## src/rtl/rot_pkg.sv

```systemverilog
// Shared constants and helpers for the rotate-sharing arbiter and its rotator core.
package rot_pkg;

  localparam int ROT_W     = 32;
  localparam int ROT_AMT_W = 5;

  localparam logic DIR_RIGHT = 1'b0;
  localparam logic DIR_LEFT  = 1'b1;

  // A left rotate by k is the same as a right rotate by (32 - k) mod 32.
  function automatic logic [ROT_AMT_W-1:0] left_to_right_amt(input logic [ROT_AMT_W-1:0] amt);
    return (~amt) + ROT_AMT_W'(1);
  endfunction

endpackage

```

## src/rtl/rot32_core.sv

```systemverilog
// Purely combinational 32-bit right rotator built as a 5-stage logarithmic shifter.
module rot32_core
  import rot_pkg::*;
(
  input  logic [ROT_W-1:0]     din,
  input  logic [ROT_AMT_W-1:0] amt,
  output logic [ROT_W-1:0]     dout
);

  logic [ROT_AMT_W:0][ROT_W-1:0] stage;

  assign stage[0] = din;

  // Stage s rotates right by 2**s when amount bit s is set.
  for (genvar s = 0; s < ROT_AMT_W; s++) begin : g_stage
    localparam int SH = 1 << s;
    assign stage[s+1] = amt[s] ? {stage[s][SH-1:0], stage[s][ROT_W-1:SH]} : stage[s];
  end

  assign dout = stage[ROT_AMT_W];

endmodule

```

## src/rtl/rot_share_arb.sv

```systemverilog
// Round-robin arbiter sharing one barrel rotator among NREQ requesters,
// with a one-deep registered output stage and a completed-operation counter.
module rot_share_arb
  import rot_pkg::*;
#(
  parameter int NREQ = 4,
  parameter int IDW  = 3,
  parameter int CNTW = 16
) (
  input  logic                      clk,
  input  logic                      rst_n,
  input  logic [NREQ-1:0]           req_valid,
  output logic [NREQ-1:0]           req_ready,
  input  logic [NREQ*ROT_W-1:0]     req_data,
  input  logic [NREQ*ROT_AMT_W-1:0] req_amt,
  input  logic [NREQ-1:0]           req_dir,
  output logic                      out_valid,
  input  logic                      out_ready,
  output logic [ROT_W-1:0]          out_data,
  output logic [IDW-1:0]            out_id,
  output logic [CNTW-1:0]           op_count
);

  logic [IDW-1:0]       rr_ptr_q, rr_ptr_d;
  logic                 out_valid_q, out_valid_d;
  logic [ROT_W-1:0]     out_data_q, out_data_d;
  logic [IDW-1:0]       out_id_q, out_id_d;
  logic [CNTW-1:0]      op_count_q, op_count_d;

  logic [IDW-1:0]       gnt;
  logic                 found;
  logic                 accept;
  logic                 xfer;
  logic [ROT_W-1:0]     sel_data;
  logic [ROT_AMT_W-1:0] sel_amt;
  logic                 sel_dir;
  logic [ROT_AMT_W-1:0] core_amt;
  logic [ROT_W-1:0]     rot_data;

  // Two passes give the wrapped search: first indices at or above the pointer, then from zero.
  always_comb begin
    gnt   = '0;
    found = 1'b0;
    for (int i = 0; i < NREQ; i++) begin
      if (!found && req_valid[i] && (IDW'(i) >= rr_ptr_q)) begin
        gnt   = IDW'(i);
        found = 1'b1;
      end
    end
    for (int i = 0; i < NREQ; i++) begin
      if (!found && req_valid[i]) begin
        gnt   = IDW'(i);
        found = 1'b1;
      end
    end
  end

  assign accept = !out_valid_q || out_ready;
  assign xfer   = accept && found && rst_n;

  always_comb begin
    req_ready = '0;
    for (int i = 0; i < NREQ; i++) begin
      req_ready[i] = xfer && (gnt == IDW'(i));
    end
  end

  always_comb begin
    sel_data = '0;
    sel_amt  = '0;
    sel_dir  = DIR_RIGHT;
    for (int i = 0; i < NREQ; i++) begin
      if (gnt == IDW'(i)) begin
        sel_data = req_data[i*ROT_W +: ROT_W];
        sel_amt  = req_amt[i*ROT_AMT_W +: ROT_AMT_W];
        sel_dir  = req_dir[i];
      end
    end
  end

  assign core_amt = (sel_dir == DIR_LEFT) ? left_to_right_amt(sel_amt) : sel_amt;

  rot32_core u_rot (
    .din  (sel_data),
    .amt  (core_amt),
    .dout (rot_data)
  );

  // The output register reloads on a transfer, empties on a drain, and otherwise holds.
  always_comb begin
    rr_ptr_d    = rr_ptr_q;
    out_valid_d = out_valid_q;
    out_data_d  = out_data_q;
    out_id_d    = out_id_q;
    op_count_d  = op_count_q;
    if (out_valid_q && out_ready) begin
      out_valid_d = 1'b0;
      op_count_d  = op_count_q + CNTW'(1);
    end
    if (xfer) begin
      out_valid_d = 1'b1;
      out_data_d  = rot_data;
      out_id_d    = gnt;
      rr_ptr_d    = (gnt == IDW'(NREQ-1)) ? '0 : gnt + IDW'(1);
    end
  end

  always_ff @(posedge clk or negedge rst_n) begin
    if (!rst_n) begin
      rr_ptr_q    <= '0;
      out_valid_q <= 1'b0;
      out_data_q  <= '0;
      out_id_q    <= '0;
      op_count_q  <= '0;
    end else begin
      rr_ptr_q    <= rr_ptr_d;
      out_valid_q <= out_valid_d;
      out_data_q  <= out_data_d;
      out_id_q    <= out_id_d;
      op_count_q  <= op_count_d;
    end
  end

  assign out_valid = out_valid_q;
  assign out_data  = out_data_q;
  assign out_id    = out_id_q;
  assign op_count  = op_count_q;

endmodule

```

## config.mk

```make
export PLATFORM = sky130hd
export DESIGN_NAME = rot_share_arb
export DESIGN_NICKNAME = d
export VERILOG_FILES = /design/src/rtl/rot_pkg.sv /design/src/rtl/rot32_core.sv /design/src/rtl/rot_share_arb.sv
export SDC_FILE = /design/constraint.sdc
export NUM_CORES = 1
export LEC_CHECK = 0
export CORE_MARGIN = 2
export CORE_UTILIZATION = 41
export DETAILED_ROUTE_END_ITERATION = 7
export PLACE_DENSITY = 0.79
export SYNTH_ARGS = -nofsm -noshare
export SYNTH_HDL_FRONTEND = slang
export SYNTH_SLANG_ARGS = --single-unit
```

## constraint.sdc

```tcl
create_clock -name clk -period 4.5 [get_ports clk]
set_input_delay 0.9 -clock clk [delete_from_list [all_inputs] [get_ports clk]]
set_output_delay 0.9 -clock clk [all_outputs]
set_load 0.005 [all_outputs]
```

==> Yosys cells after proc, flatten, opt, wreduce, memory -nomap -nowiden <==
Cells that the tools add are included.
{ "word_totals": {"elab_cells": 81, "register_bits": 55, "output_inout_bits": 56, "in_bits": 159} }
{ "classes": {"n_lt_le_gt_ge": 4, "add_sub_neg": 3, "n_mux": 36, "n_bitwise": 1, "eq_ne": 3, "n_reduce_logical": 29} }
{ "op_table": {"columns": ["operator", "count"], "rows": [
  ["32-bit two-way mux", 9],
  ["5-bit two-way mux", 5],
  ["1-bit logical AND", 18],
  ["3-bit two-way mux", 6],
  ["16-bit by 1-bit adder with 16-bit output (second input constant)", 1],
  ["1-bit two-way mux", 15],
  ["1-bit logical NOT", 8],
  ["3-bit by 2-bit == test with 1-bit output (second input constant)", 2],
  ["1-bit by 3-bit greater-or-equal comparator with 1-bit output (first input constant)", 2],
  ["2-bit by 3-bit greater-or-equal comparator with 1-bit output (first input constant)", 2],
  ["5-bit by 1-bit adder with 5-bit output (second input constant)", 1],
  ["5-bit NOT", 1],
  ["3-bit by 1-bit adder with 3-bit output (second input constant)", 1],
  ["3-bit by 1-bit == test with 1-bit output (second input constant)", 1],
  ["3-bit logical NOT", 1],
  ["2-bit two-way mux", 1],
  ["2-bit nonzero test", 1],
  ["1-bit logical OR", 1]
]} }

==> Depth between registers and ports, before layout <==
{ "logic_depth": {"depth_word": 40, "ltp_mapped": 21, "ltp_nobuf": 16} }

==> By module <==
From an unflattened synthesis, not the netlist that was laid out.
{ "hier_totals": {"hier_cells": 493, "hier_area_um2": 5446.5} }
{ "modules_own_cells": {"columns": ["module", "seq_area_each_um2", "n_inst", "cells_per_inst", "area_each_um2"], "rows": [
  ["rot_share_arb", 1326.3, 1, 377, 3497.1],
  ["rot32_core", 0.0, 1, 116, 1949.4]
]} }

==> Worst setup path before layout <==
OpenSTA, ideal clock, no wires.
{ "synth_path": {"path_kind": "input to register", "start": "in req_valid[2]", "end": "reg out_data_q[24], in the netlist out_data[24]", "required_ns": 4.356, "slack_ns": -0.486, "arrival_time_ns": 4.842, "n_path_buf": 5, "setup_ns": 0.144, "path_stages": 21, "path_cell_list": "mux2i_1 > nor2_1 > nor3_1 > inv_1 > ha_1 > or2_1 > buf_6 > a221oi_1 > nor2_1 > clkinv_1 > buf_2 > buf_2 > ha_1 > and3_1 > clkbuf_1 > clkbuf_1 > nor4_1 > nor4_2 > nor2_1 > a2111oi_4 > o221ai_1"} }
{ "synth_via": {"elab_chain_len": 32, "elab_cells_between_ends": 51, "cone_classes": "add/sub: 1; eq/ne: 3; mux: 30; bitwise: 1; reduce/logical: 16"} }
{ "synth_lines": {"columns": ["item", "line", "text"], "rows": [
  ["start, declared", "rot_share_arb.sv:12", "input logic [NREQ-1:0] req_valid,"],
  ["1-bit logical AND (2 in series)", "rot_share_arb.sv:45", "if (!found && req_valid[i] && (IDW'(i) >= rr_ptr_q)) begin"],
  ["1-bit two-way mux", "rot_share_arb.sv:45", null],
  ["1-bit logical NOT", "rot_share_arb.sv:45", null],
  ["1-bit logical AND (2 in series)", "rot_share_arb.sv:45", null],
  ["1-bit two-way mux", "rot_share_arb.sv:45", null],
  ["1-bit logical NOT", "rot_share_arb.sv:51", "if (!found && req_valid[i]) begin"],
  ["1-bit logical AND", "rot_share_arb.sv:51", null],
  ["1-bit two-way mux", "rot_share_arb.sv:51", null],
  ["[9 not listed]", null, null],
  ["named net gnt[0]", "rot_share_arb.sv:30", "logic [IDW-1:0] gnt;"],
  ["3-bit logical NOT", "rot_share_arb.sv:73", "if (gnt == IDW'(i)) begin"],
  ["5-bit two-way mux (4 in series)", "rot_share_arb.sv:73", null],
  ["5-bit NOT", "rot_pkg.sv:12", "return (~amt) + ROT_AMT_W'(1);"],
  ["5-bit by 1-bit adder with 5-bit output", "rot_pkg.sv:12", null],
  ["5-bit two-way mux", "rot_share_arb.sv:81", "assign core_amt = (sel_dir == DIR_LEFT) ? left_to_right_amt(sel_amt) : sel_amt;"],
  ["32-bit two-way mux (4 in series)", "rot32_core.sv:17", "assign stage[s+1] = amt[s] ? {stage[s][SH-1:0], stage[s][ROT_W-1:SH]} : stage[s];"],
  ["32-bit two-way mux (*)", "rot32_core.sv:17", null],
  ["end signal, assigned", "rot_share_arb.sv:118", "out_data_q <= out_data_d;"],
  ["end, declared", "rot_share_arb.sv:26", "logic [ROT_W-1:0] out_data_q, out_data_d;"]
]} }
Mark *: on every way through the listed nets, which the timed path passes. The rest lies on a longest branch.
A chain may end at the register's enable or synchronous reset.

==> Worst setup path in the final report <==
{ "layout_path": {"start": "in req_valid[0]", "end": "reg out_data_q[24], in the netlist out_data[24]"} }
{ "layout_via": {"elab_chain_len": 39, "elab_cells_between_ends": 59, "cone_classes": "add/sub: 1; eq/ne: 3; mux: 33; bitwise: 1; reduce/logical: 21"} }
{ "layout_lines": {"columns": ["item", "line"], "rows": [
  ["1-bit logical AND", "rot_share_arb.sv:45"],
  ["1-bit two-way mux", "rot_share_arb.sv:45"],
  ["1-bit logical NOT", "rot_share_arb.sv:45"],
  ["1-bit logical AND (2 in series)", "rot_share_arb.sv:45"],
  ["1-bit two-way mux", "rot_share_arb.sv:45"],
  ["1-bit logical NOT", "rot_share_arb.sv:45"],
  ["1-bit logical AND (2 in series)", "rot_share_arb.sv:45"],
  ["1-bit two-way mux", "rot_share_arb.sv:45"],
  ["[16 not listed]", null],
  ["named net gnt[1]", "rot_share_arb.sv:30"],
  ["3-bit logical NOT", "rot_share_arb.sv:73"],
  ["5-bit two-way mux (4 in series)", "rot_share_arb.sv:73"],
  ["5-bit NOT", "rot_pkg.sv:12"],
  ["5-bit by 1-bit adder with 5-bit output", "rot_pkg.sv:12"],
  ["5-bit two-way mux", "rot_share_arb.sv:81"],
  ["32-bit two-way mux (4 in series)", "rot32_core.sv:17"],
  ["32-bit two-way mux (*)", "rot32_core.sv:17"]
]} }
Marked as above.

==> impl_metrics.tcl <==
set metrics [dict create \
    syn-num-nets 871 \
    synthArstFlopShare_pct 100 \
    synth_edf_count 0 \
    maxCapViolCount 0 \
    fin_crit_sh_pct 98.4 \
    wl_per_cell_um 19.3 \
    fp.dieH_um 121 \
    setup-tns-final_ns 0 \
    antenna_found_initial 0 \
    yosys-top-cells-count "65 x o221ai_1, 60 x clkbuf_1, 57 x a211oi_1" \
    crit_fanout 7 \
    clockBufferDepth 2 \
    cts_tree "yes" \
    rrSetupSlack_ns 0.44 \
    yosysTopAreaCell "dfrtp_1" \
    drtIter0Drc 905 \
    globalRouteOverflowTotal 0 \
    synthCells 706 \
    globalplace.congestion 0.949 \
    hold_buffers 0 \
    synth.yosys.seq_area_share_pct 23.7 \
    fill_cells 1002 \
    holdWs_ns 0.471 \
    hold_path.class "reg2reg" \
    cts-htree-levels 2 \
    synth.distinct_cells 52 \
    core-area_mm2 0.0133 \
    ios 215 \
    drc_errors 0 \
    drtPass1Iterations 5 \
    io_buffers 213 \
    gr-usage-all-layers_pct 29.4 \
    tightest_slew_ns 0.744 \
    dp_hpwl_um 16900 \
    layout_setup_ws_ns 0.0707 \
    clkTransAtPathRegs_ns 0.08 \
    synth_area_mm2 0.00560 \
    die-area_mm2 0.0146 \
    dp_slack_ns -0.535 \
    slew_headroom_pct 50.4 \
    grt_first_pass_wirelength_um 35200 \
    ys_seq_elements 53 \
    skew_ns 0.00704 \
    routed_wl_um 22700 \
    via_per_inst 6.41 \
    clock.fmax_ghz 0.226 \
    synth_most_common_cell "o221ai_1" \
    synth_area_leaders "dfrtp_1 24%, o221ai_1 10%, a211oi_1 7.6%, nor4_1 6.1%, a221o_1 5.9%" \
    grt_pass1_vias 7055 \
    areaGrowthSynthToFinish_pct 70.0 \
    synth_top_area_share_pct 23.7 \
    min_period_ns 4.43 \
    crit_arrival_ns 4.58 \
    numCtsBuffers 5 \
    ys.flop_type "dfrtp_1" \
    clk_latency_ns 0.30 \
    endpoint_kind "flop" \
    placementRows 42 \
    clock-sinks 53 \
    setup_violations 0 \
    drv_slew 0 \
    ant_nets 0 \
    status "finished, final reports clean" \
    syn_avg_cell_area_um2 7.93 \
    nets 1163 \
    drive_gt1_share_pct 27.4 \
    root_buffer "clkbuf_16" \
    grt_max_degree 61 \
    antenna_cells 0 \
    crit_required_ns 4.65 \
    die_w_um 121 \
    setup.worst_path.start_class "input port" \
    worstSetupPathType "in2reg" \
    via_count 7527 \
    hold_viol 0 \
    initial_core_util_pct 42.1 \
    yosys_warnings 0 \
]
cells by family after synthesis:
kind of cell	after synthesis	share of synthesized area (%)
buf+inv	95	7.87
xor+xnor	18	2.82
mux	3	0.559
fa+ha+maj	6	1.34
simple gates	272	27.6
flops	53	23.7
other cells	1	0.0670
compound gates	258	36.1
final cells by class:
| type | instances | area, um2 | area share (%) |
|---|---|---|---|
| Inverter | 8 | 31.3 | 0.329 |
| Timing Repair Buffer | 372 | 3570 | 37.5 |
| Clock buffer | 5 | 125 | 1.32 |
| Sequential cell | 53 | 1330 | 13.9 |
| Tap cell | 176 | 220 | 2.31 |
| Multi-Input combinational cell | 558 | 4220 | 44.3 |
| Clock inverter | 3 | 28.8 | 0.302 |
worst max-delay path, cell delays in order:
cell and delay (ns):
clkdlybuf4s15_1 0.25, a21oi_1 0.10, o21a_1 0.21, o22ai_2 0.23, inv_2 0.10, ha_4 0.17
or2_4 0.29, buf_4 0.15, a221o_2 0.37, a211oi_4 0.35, buf_2 0.22, nor4_1 0.07
nor4_2 0.30, buf_4 0.18, buf_4 0.11, o32ai_1 0.07, a211oi_1 0.23, buf_4 0.16
o221ai_1 0.11
per-stage QoR:
stage | instance area (um2) | utilization (%) | std cells
after floorplan | 5670 | - | 706
after global placement | 8870 | 66.7 | 1155
after detailed placement | 8870 | 66.7 | 1155
after CTS | 9200 | 69.2 | 1164
after global routing | 9510 | 71.6 | 1175
final | 9510 | 71.6 | 1175
path summary, 6_finish.rpt:
path	from	endpoint	depth (start not counted)
min reg2reg	op_count[15]	op_count[15]	1
max reg2reg	rr_ptr_q[1]	out_data[24]	19
min	op_count[15]	op_count[15]	1
max in group asynchronous	rst_n	out_data[18]	2
min in group asynchronous	rst_n	op_count[7]	2
max	req_valid[0]	out_data[24]	19
cell usage in the layout, fill, tap and decap left out, types with 13 or more instances in the layout:
cell	count
o221ai_1	65
nor4_1	43
dfrtp_1	53
nor4_2	34
clkdlybuf4s50_1	208
a211oi_1	52
nand2_1	55
o22ai_1	28
buf_4	135
nor3_2	31
a221o_1	32
buf_12	13
nor2_1	50
nor3_1	23
a21oi_1	42
xnor2_1	14
layer usage:
layer  GRT usage [%]  up-vias  wire (um)
met5               0        -          0
met4            10.3        0        779
met3            4.76       61       2020
met1            38.8     3564       8990
li1                -     3456          -
met2            48.7      446      10900
repair_timing:
item	in CTS	in global routing
resized for setup	33	37
cloned	0	4
pin swaps	4	18
buffers inserted	1	7
endpoints found under the setup margin	32	32
sequential cells by signal (all words and copies together) (netlist names):
signal and count:
out_data 32, op_count 16, out_id 2, out_valid 1, rr_ptr_q 2
Power is not shown: default switching activity piles up to over one toggle a cycle in this logic, so the estimate is an artifact.
